`config.mk`:
```
export PLATFORM = sky130hd
export DESIGN_NAME = systolic_feeder
export DESIGN_NICKNAME = d
export VERILOG_FILES = /design/src/rtl/systolic_feeder.sv
export SDC_FILE = /design/constraint.sdc
export NUM_CORES = 1
export LEC_CHECK = 0
export BUFFER_PORTS_ARGS = -buffer_cell sky130_fd_sc_hd__clkbuf_2
export CELL_PAD_IN_SITES_DETAIL_PLACEMENT = 0
export CELL_PAD_IN_SITES_GLOBAL_PLACEMENT = 2
export CORE_MARGIN = 10
export CORE_UTILIZATION = 45
export CTS_CLUSTER_SIZE = 8
export DETAILED_ROUTE_END_ITERATION = 8
export PLACE_DENSITY = 0.89
export SETUP_SLACK_MARGIN = 0.05
export SYNTH_ARGS = -nofsm -noshare
export SYNTH_HDL_FRONTEND = slang
export SYNTH_SLANG_ARGS = --single-unit
export TNS_END_PERCENT = 30
```
`constraint.sdc`:
```
create_clock -name clk -period 8.2 [get_ports clk]
set_input_delay 1.23 -clock clk [delete_from_list [all_inputs] [get_ports clk]]
set_output_delay 1.23 -clock clk [all_outputs]
set_load 0.1 [all_outputs]
```
`src/rtl/systolic_feeder.sv`:
```
// Upstream feeder for the 3x3 systolic array: buffers activation vectors,
// then streams them into the array rows with a one-cycle-per-row diagonal skew.
//
// state  | meaning
// -------+----------------------------------------------------------
// IDLE   | accepting vectors into the buffer, waiting for go
// STREAM | issuing skewed elements, N+2 cycles (t = 0..N+1)
// DONE   | one-cycle completion pulse; buffer count clears on exit
module systolic_feeder #(
   parameter int DATA_W = 16,
   parameter int DEPTH  = 4,
   parameter int CNT_W  = $clog2(DEPTH + 1)
) (
   input  logic              clk,
   input  logic              rst,
   input  logic              vec_valid,
   output logic              vec_ready,
   input  logic [DATA_W-1:0] vec_in_1,
   input  logic [DATA_W-1:0] vec_in_2,
   input  logic [DATA_W-1:0] vec_in_3,
   input  logic              go,
   output logic              busy,
   output logic [CNT_W-1:0]  count,
   output logic              start_out,
   output logic [DATA_W-1:0] input_11,
   output logic [DATA_W-1:0] input_21,
   output logic [DATA_W-1:0] input_31,
   output logic              done
);

   // stream index must reach DEPTH+1, one bit wider than the count
   localparam int TW = CNT_W + 1;

   typedef enum logic [1:0] {
      S_IDLE,
      S_STREAM,
      S_DONE
   } state_t;

   state_t              state_q, state_d;
   logic [CNT_W-1:0]    count_q, count_d;
   logic [TW-1:0]       t_q, t_d;
   logic [DATA_W-1:0]   in_q [3];
   logic [DATA_W-1:0]   in_d [3];
   logic [DATA_W-1:0]   buf_q [DEPTH][3];
   logic [DATA_W-1:0]   rd [DEPTH][3];
   logic [DATA_W-1:0]   vin [3];
   logic                accept;
   logic [CNT_W-1:0]    count_eff;
   logic                issue;
   logic [TW-1:0]       t_nx;
   logic [CNT_W-1:0]    n_sel;

   assign vin[0] = vec_in_1;
   assign vin[1] = vec_in_2;
   assign vin[2] = vec_in_3;

   assign vec_ready = !rst && (state_q == S_IDLE) && (count_q < CNT_W'(DEPTH));
   assign accept    = vec_valid && vec_ready;
   assign count_eff = count_q + CNT_W'(accept);

   // buffer read view; a beat landing on the go cycle is forwarded straight from the inputs
   always_comb begin
      for (int j = 0; j < DEPTH; j++) begin
         for (int r = 0; r < 3; r++) begin
            rd[j][r] = (accept && (count_q == CNT_W'(j))) ? vin[r] : buf_q[j][r];
         end
      end
   end

   // next-state, stream index and next registered array inputs
   always_comb begin
      state_d = state_q;
      count_d = accept ? (count_q + CNT_W'(1)) : count_q;
      t_d     = t_q;
      issue   = 1'b0;
      t_nx    = '0;
      n_sel   = count_q;
      case (state_q)
         S_IDLE: begin
            if (go && (count_eff != '0)) begin
               state_d = S_STREAM;
               t_d     = '0;
               issue   = 1'b1;
               t_nx    = '0;
               n_sel   = count_eff;
            end
         end
         S_STREAM: begin
            if (t_q == ({1'b0, count_q} + TW'(1))) begin
               state_d = S_DONE;
            end else begin
               t_d   = t_q + TW'(1);
               issue = 1'b1;
               t_nx  = t_q + TW'(1);
            end
         end
         S_DONE: begin
            state_d = S_IDLE;
            count_d = '0;
            t_d     = '0;
         end
         default: begin
            state_d = S_IDLE;
         end
      endcase

      for (int r = 0; r < 3; r++) begin
         in_d[r] = '0;
         if (issue) begin
            for (int j = 0; j < DEPTH; j++) begin
               if ((t_nx >= TW'(r)) && ((t_nx - TW'(r)) == TW'(j)) &&
                   (TW'(j) < {1'b0, n_sel})) begin
                  in_d[r] = rd[j][r];
               end
            end
         end
      end
   end

   // control and array-facing registers, cleared asynchronously
   always_ff @(posedge clk or posedge rst) begin
      if (rst) begin
         state_q <= S_IDLE;
         count_q <= '0;
         t_q     <= '0;
         for (int r = 0; r < 3; r++) in_q[r] <= '0;
      end else begin
         state_q <= state_d;
         count_q <= count_d;
         t_q     <= t_d;
         for (int r = 0; r < 3; r++) in_q[r] <= in_d[r];
      end
   end

   // vector storage; contents are don't-care after reset
   always_ff @(posedge clk) begin
      if (accept) begin
         for (int j = 0; j < DEPTH; j++) begin
            if (count_q == CNT_W'(j)) begin
               for (int r = 0; r < 3; r++) buf_q[j][r] <= vin[r];
            end
         end
      end
   end

   assign busy      = (state_q != S_IDLE);
   assign start_out = (state_q == S_STREAM);
   assign done      = (state_q == S_DONE);
   assign count     = count_q;
   assign input_11  = in_q[0];
   assign input_21  = in_q[1];
   assign input_31  = in_q[2];

endmodule

```
## After elaboration in Yosys (flattened, before gate mapping)

Memory sizes are Yosys's and may differ from the RTL's.
Index checks and enable logic that the tools add are counted.
W data, S select, Z words.

- Muxes and demuxes: 63
- Add/subtract/negate cells: 6
- $lt $le $gt $ge: 8
- Reductions and logical operators: 47
- Equality and inequality tests: 18

Operators by type and width:

| cell | count |
|---|---|
| $mux W16 | 27 |
| $mux W48 | 3 |
| $reduce_or A48 Y1 | 3 |
| $logic_and A1 B1 Y1 | 32 |
| $eq A4 B2 Y1 const B | 6 |
| $mux W1 | 17 |
| $mux W4 | 4 |
| $eq A4 B1 Y1 const B | 3 |
| $logic_not A4 Y1 | 3 |
| $mux W3 | 4 |
| $pmux W4 S3 | 1 |
| $mux W2 | 5 |
| $ge A4 B1 Y1 const B | 2 |
| $eq A3 B2 Y1 const B | 2 |
| $lt A1 B3 Y1 const A | 2 |
| $lt A2 B3 Y1 const A | 2 |
| $reduce_bool A3 Y1 | 2 |
| $add A3 B1 Y4 const B | 1 |
| $add A4 B1 Y4 const B | 1 |
| $eq A4 B4 Y1 | 1 |
| $ge A4 B2 Y1 const B | 1 |
| $ne A2 B1 Y1 const B | 2 |
| $pmux W2 S2 | 1 |
| $reduce_bool A2 Y1 | 2 |
| 15 further kinds | 15 |

- Output and inout port bits: 55
- Bits of input ports: 52
- Logic and storage cells: 149
- Memories: 1
- Memory bits (writable): 192
- Register bits after elaboration: 57

Memories:

| memory | depth | width | read ports | clocked after memory_dff | write ports | line | text |
|---|---|---|---|---|---|---|---|
| buf_q | 4 | 48 | 4 | 0 | 1 | 45 | `logic [DATA_W-1:0] buf_q [DEPTH][3];` |

## Longest topological paths before layout

- Depth in word-level cells: 16
- Depth in mapped cells: 16
- Mapped depth without buffers: 13

## Worst setup path after synthesis

No wires, ideal clock.

- Kind: input to register
- Start point: in rst
- End point: reg in_q (netlist bit input_21[10])
- Path buffers: 1
- Stages: 12
- Arrival: 4.856 ns
- Required time: 8.106 ns
- Setup time: 0.094 ns
- Setup slack: 3.250 ns
- Cell sequence: inv_1 nand2_1 nor2_1 ha_1 ha_1 or4b_1 a21oi_1 a31o_2 or3_4 buf_6 or3_1 a221oi_2

RTL lines:

| element | line | text |
|---|---|---|
| from (decl) | 15 | `input logic rst,` |
| to (decl) | 43 | `logic [DATA_W-1:0] in_q [3];` |

==> impl_metrics.tcl <==
set metrics [dict create \
    status "finished, final reports clean" \
    crit_path_max_incr_delay_ns 0.84 \
    antenna_found_initial 2 \
    die-height_um 182 \
    ir_worst_vdd_uv 204 \
    slew_violations 0 \
    clock_path_buffers 3 \
    worstPathMaxFanout 16 \
    yosysMostFrequentCell "edfxtp_1" \
    die_w_um 182 \
    io_pins 107 \
    cts_resized 0 \
    place_area_um2 12600 \
    synth_top_flop_cell "edfxtp_1" \
    grt_start_max_net_pins 64 \
    ys_seq_area_share_pct 60.9 \
    finalClockSkew_ns 0.0127 \
    crit_buf_inv 1 \
    r2r_start "count[2]$_DFFE_PP0P_" \
    avgSynthCellArea_um2 13.1 \
    clkSlewWorstSetupHoldPaths_ns 0.05 \
    synth_top_area_cell "edfxtp_1" \
    crit_path_end "input_21[4]$_DFF_PP0_" \
    routed.top_layer "met4" \
    crit_cells 13 \
    clk-insertion-delay-late_ns 0.51 \
    htreeDepth 2 \
    finalWirelength_um 29800 \
    synth_area_leaders "edfxtp_1 (49%), mux2i_1 (12%), dfrtp_1 (12%), nand2_1 (2.1%), o21a_1 (2.0%)" \
    critical_path.top_delay_family "compound AO/OA/AOI/OAI gates" \
    synth_edf_count 192 \
    start_util_pct 45.6 \
    syn_to_final_growth_pct 16.2 \
    design_area_um2 13700 \
    core_region_area_um2 25900 \
    max-cap-violations 0 \
    async_flop_share_pct 22.9 \
    dpl_worst_slack_ns 2.83 \
    rr_worst_depth 13 \
    start_kind "register" \
    finalSetupViolCount 0 \
    grt_util_all_layers_pct 17.4 \
    worst-setup-path-type "register to register" \
    hold_class "register to register" \
    r2r_slack_ns 3.34 \
    dr_total_vias 7888 \
    synth_top_area_share_pct 48.8 \
    grt_pass1_wl_um 46400 \
    met3WireLength_um 1590 \
    avgViaCountPerCell 5.79 \
    worstReg2RegEnd "input_21[4]$_DFF_PP0_" \
    cellLeakagePower_nw 4.96 \
    rsz0062_at_grt "no" \
    post_cts.repair.setup_buffers 0 \
    dp_hpwl_um 16700 \
    cts_buffers 37 \
    netlist_instances 900 \
    cp_cell_sequence "inv_1 > ha_1 > xor2_1 > and3_1 > a21oi_2 > nand2_1 > ha_1 > xor2_1 > mux2i_1 > a221oi_1 > nand4bb_1 > o22a_1 > a221oi_1" \
    met2WireLength_um 14400 \
    drcViolationCount 0 \
    max_freq_ghz 0.206 \
    grt_overflow_total 0 \
    firstDrtPassIters 5 \
    period_minus_slack_ns 4.86 \
    power_density_nw_per_um2 370 \
    critical_path.slowest_cell "nand4bb_1" \
    tightest_slew_ns 1.07 \
    grt_pass1_vias 8129 \
    routedWlPerCell_um 21.8 \
    clkSinkCount 249 \
    port_buffers 106 \
    wl_met1_um 13200 \
    cp-end-kind "register" \
    fillers 2244 \
    synth_fp_nets 962 \
    synth_warnings 0 \
    final_nets 1063 \
    drt_iter0_drc 541 \
    startpoint "count[2]$_DFFE_PP0P_" \
    synthTopCellsByCount "edfxtp_1 (192), mux2i_1 (145), nand2_1 (65), dfrtp_1 (57), nor2_1 (37)" \
    layout-drive-gt1-share_pct 20.8 \
    hold_buffers 0 \
    relSlewSlack_pct 28.1 \
    cp.arrival_ns 5.27 \
    syn-cell-area_um2 11800 \
    final_antenna_net_count 0 \
    root_buffer "clkbuf_16" \
    timing.final.crit_share_pct 59.3 \
    cts_tree "yes" \
    globalplace.congestion 0.809 \
    multi_input_comb_area_um2 4340 \
    placement_rows 59 \
    fin_ws_ns 3.34 \
    die_area_um2 33100 \
    fin_setup_tns_ns 0 \
    worstPathRequired_ns 8.61 \
    ys_types 60 \
    seqCellArea_um2 7190 \
    ys_seq_elements 249 \
    finalHoldViolCount 0 \
]
==> power breakdown <==
| part | switching [mW] | internal, mW | leakage (nW) |
|---|---|---|---|
| logic | 1.56 | 0.543 | 1.96 |
| registers | 0.0926 | 1.49 | 2.50 |
| clock network | 0.528 | 0.858 | 0.508 |
==> metrics by stage <==
stage | hold slack, ns | total power, mW | cells | util, %
after floorplan | 0.593 | 3.15 | 900 | -
after global placement | 0.614 | 3.69 | 1297 | 48.8
after detailed placement | 0.619 | 3.71 | 1297 | 48.8
after CTS | 0.632 | 5.11 | 1361 | 52.9
after global routing | 0.645 | 5.32 | 1361 | 52.9
final | 0.629 | 5.07 | 1363 | 53.0
==> logic make-up (layout without fill, tap and decap cells) <==
kind of cell,count (synthesis),count (layout),share of synthesized area (%)
multiplexers,164,164,14.1
other,0,2,0
adder cells (fa/ha/maj),10,10,1.06
flip-flops,249,249,60.9
XOR/XNOR,11,11,0.816
AND/OR/NAND/NOR,220,220,9.35
buffers and inverters,71,197,2.70
AO/OA/AOI/OAI,175,175,11.1
==> sequential cells by signal, summed over array words and instances (netlist names) <==
register  count
buf_q       192
input_11     16
input_21     16
input_31     16
t_q           4
count         3
state_q       2
==> layer usage <==
layer	GRT usage [%]	vias to the layer above
met5	0	-
met1	22.4	3939
met2	28.8	201
li1	-	3705
met4	5.34	0
met3	3.74	43
==> area by class of cell <==
class,count,area share (%)
Sequential cell,249,52.4
Multi-Input combinational cell,580,31.6
Clock buffer,62,7.59
Timing Repair Buffer,123,4.80
Tap cell,335,3.05
Inverter,10,0.292
Clock inverter,2,0.182
Antenna cell,2,0.0365
==> how the worst min path moves through the flow <==
stage	to	slack (ns)	cells past startpoint	from
final	input_21[3]$_DFF_PP0_	0.63	2	buf_q[3][19]$_DFFE_PP_
after global routing	input_11[14]$_DFF_PP0_	0.64	3	buf_q[1][46]$_DFFE_PP_
after CTS	input_21[3]$_DFF_PP0_	0.63	2	buf_q[3][19]$_DFFE_PP_
after detailed placement	input_11[14]$_DFF_PP0_	0.62	3	buf_q[1][46]$_DFFE_PP_
after global placement	input_21[3]$_DFF_PP0_	0.61	2	buf_q[3][19]$_DFFE_PP_
after floorplan	input_21[0]$_DFF_PP0_	0.59	2	buf_q[3][16]$_DFFE_PP_
==> worst reg2reg max path: stages (launching register included) <==
cell and delay [ns]:
dfrtp_1 0.57, inv_1 0.21, ha_1 0.38, xor2_1 0.17, and3_1 0.21, a21oi_2 0.45
nand2_1 0.18, ha_1 0.31, xor2_1 0.18, mux2i_1 0.10, a221oi_1 0.39, nand4bb_1 0.84
o22a_1 0.50, a221oi_1 0.29
==> placed cells by master (no fill, tap or decap), types with 18 or more instances in the layout <==
master | synthesis | routed
a21oi_1 | 21 | 20
a221oi_1 | 23 | 23
clkbuf_1 | 30 | 24
clkbuf_16 | 0 | 38
clkbuf_2 | 0 | 106
dfrtp_1 | 57 | 57
edfxtp_1 | 192 | 192
mux2_2 | 19 | 19
mux2i_1 | 145 | 145
nand2_1 | 65 | 65
nand4_1 | 18 | 18
nor2_1 | 37 | 37
nor3_1 | 33 | 31
o21a_1 | 31 | 31
o21ai_0 | 24 | 24
Power figures use the tool's default switching activity.
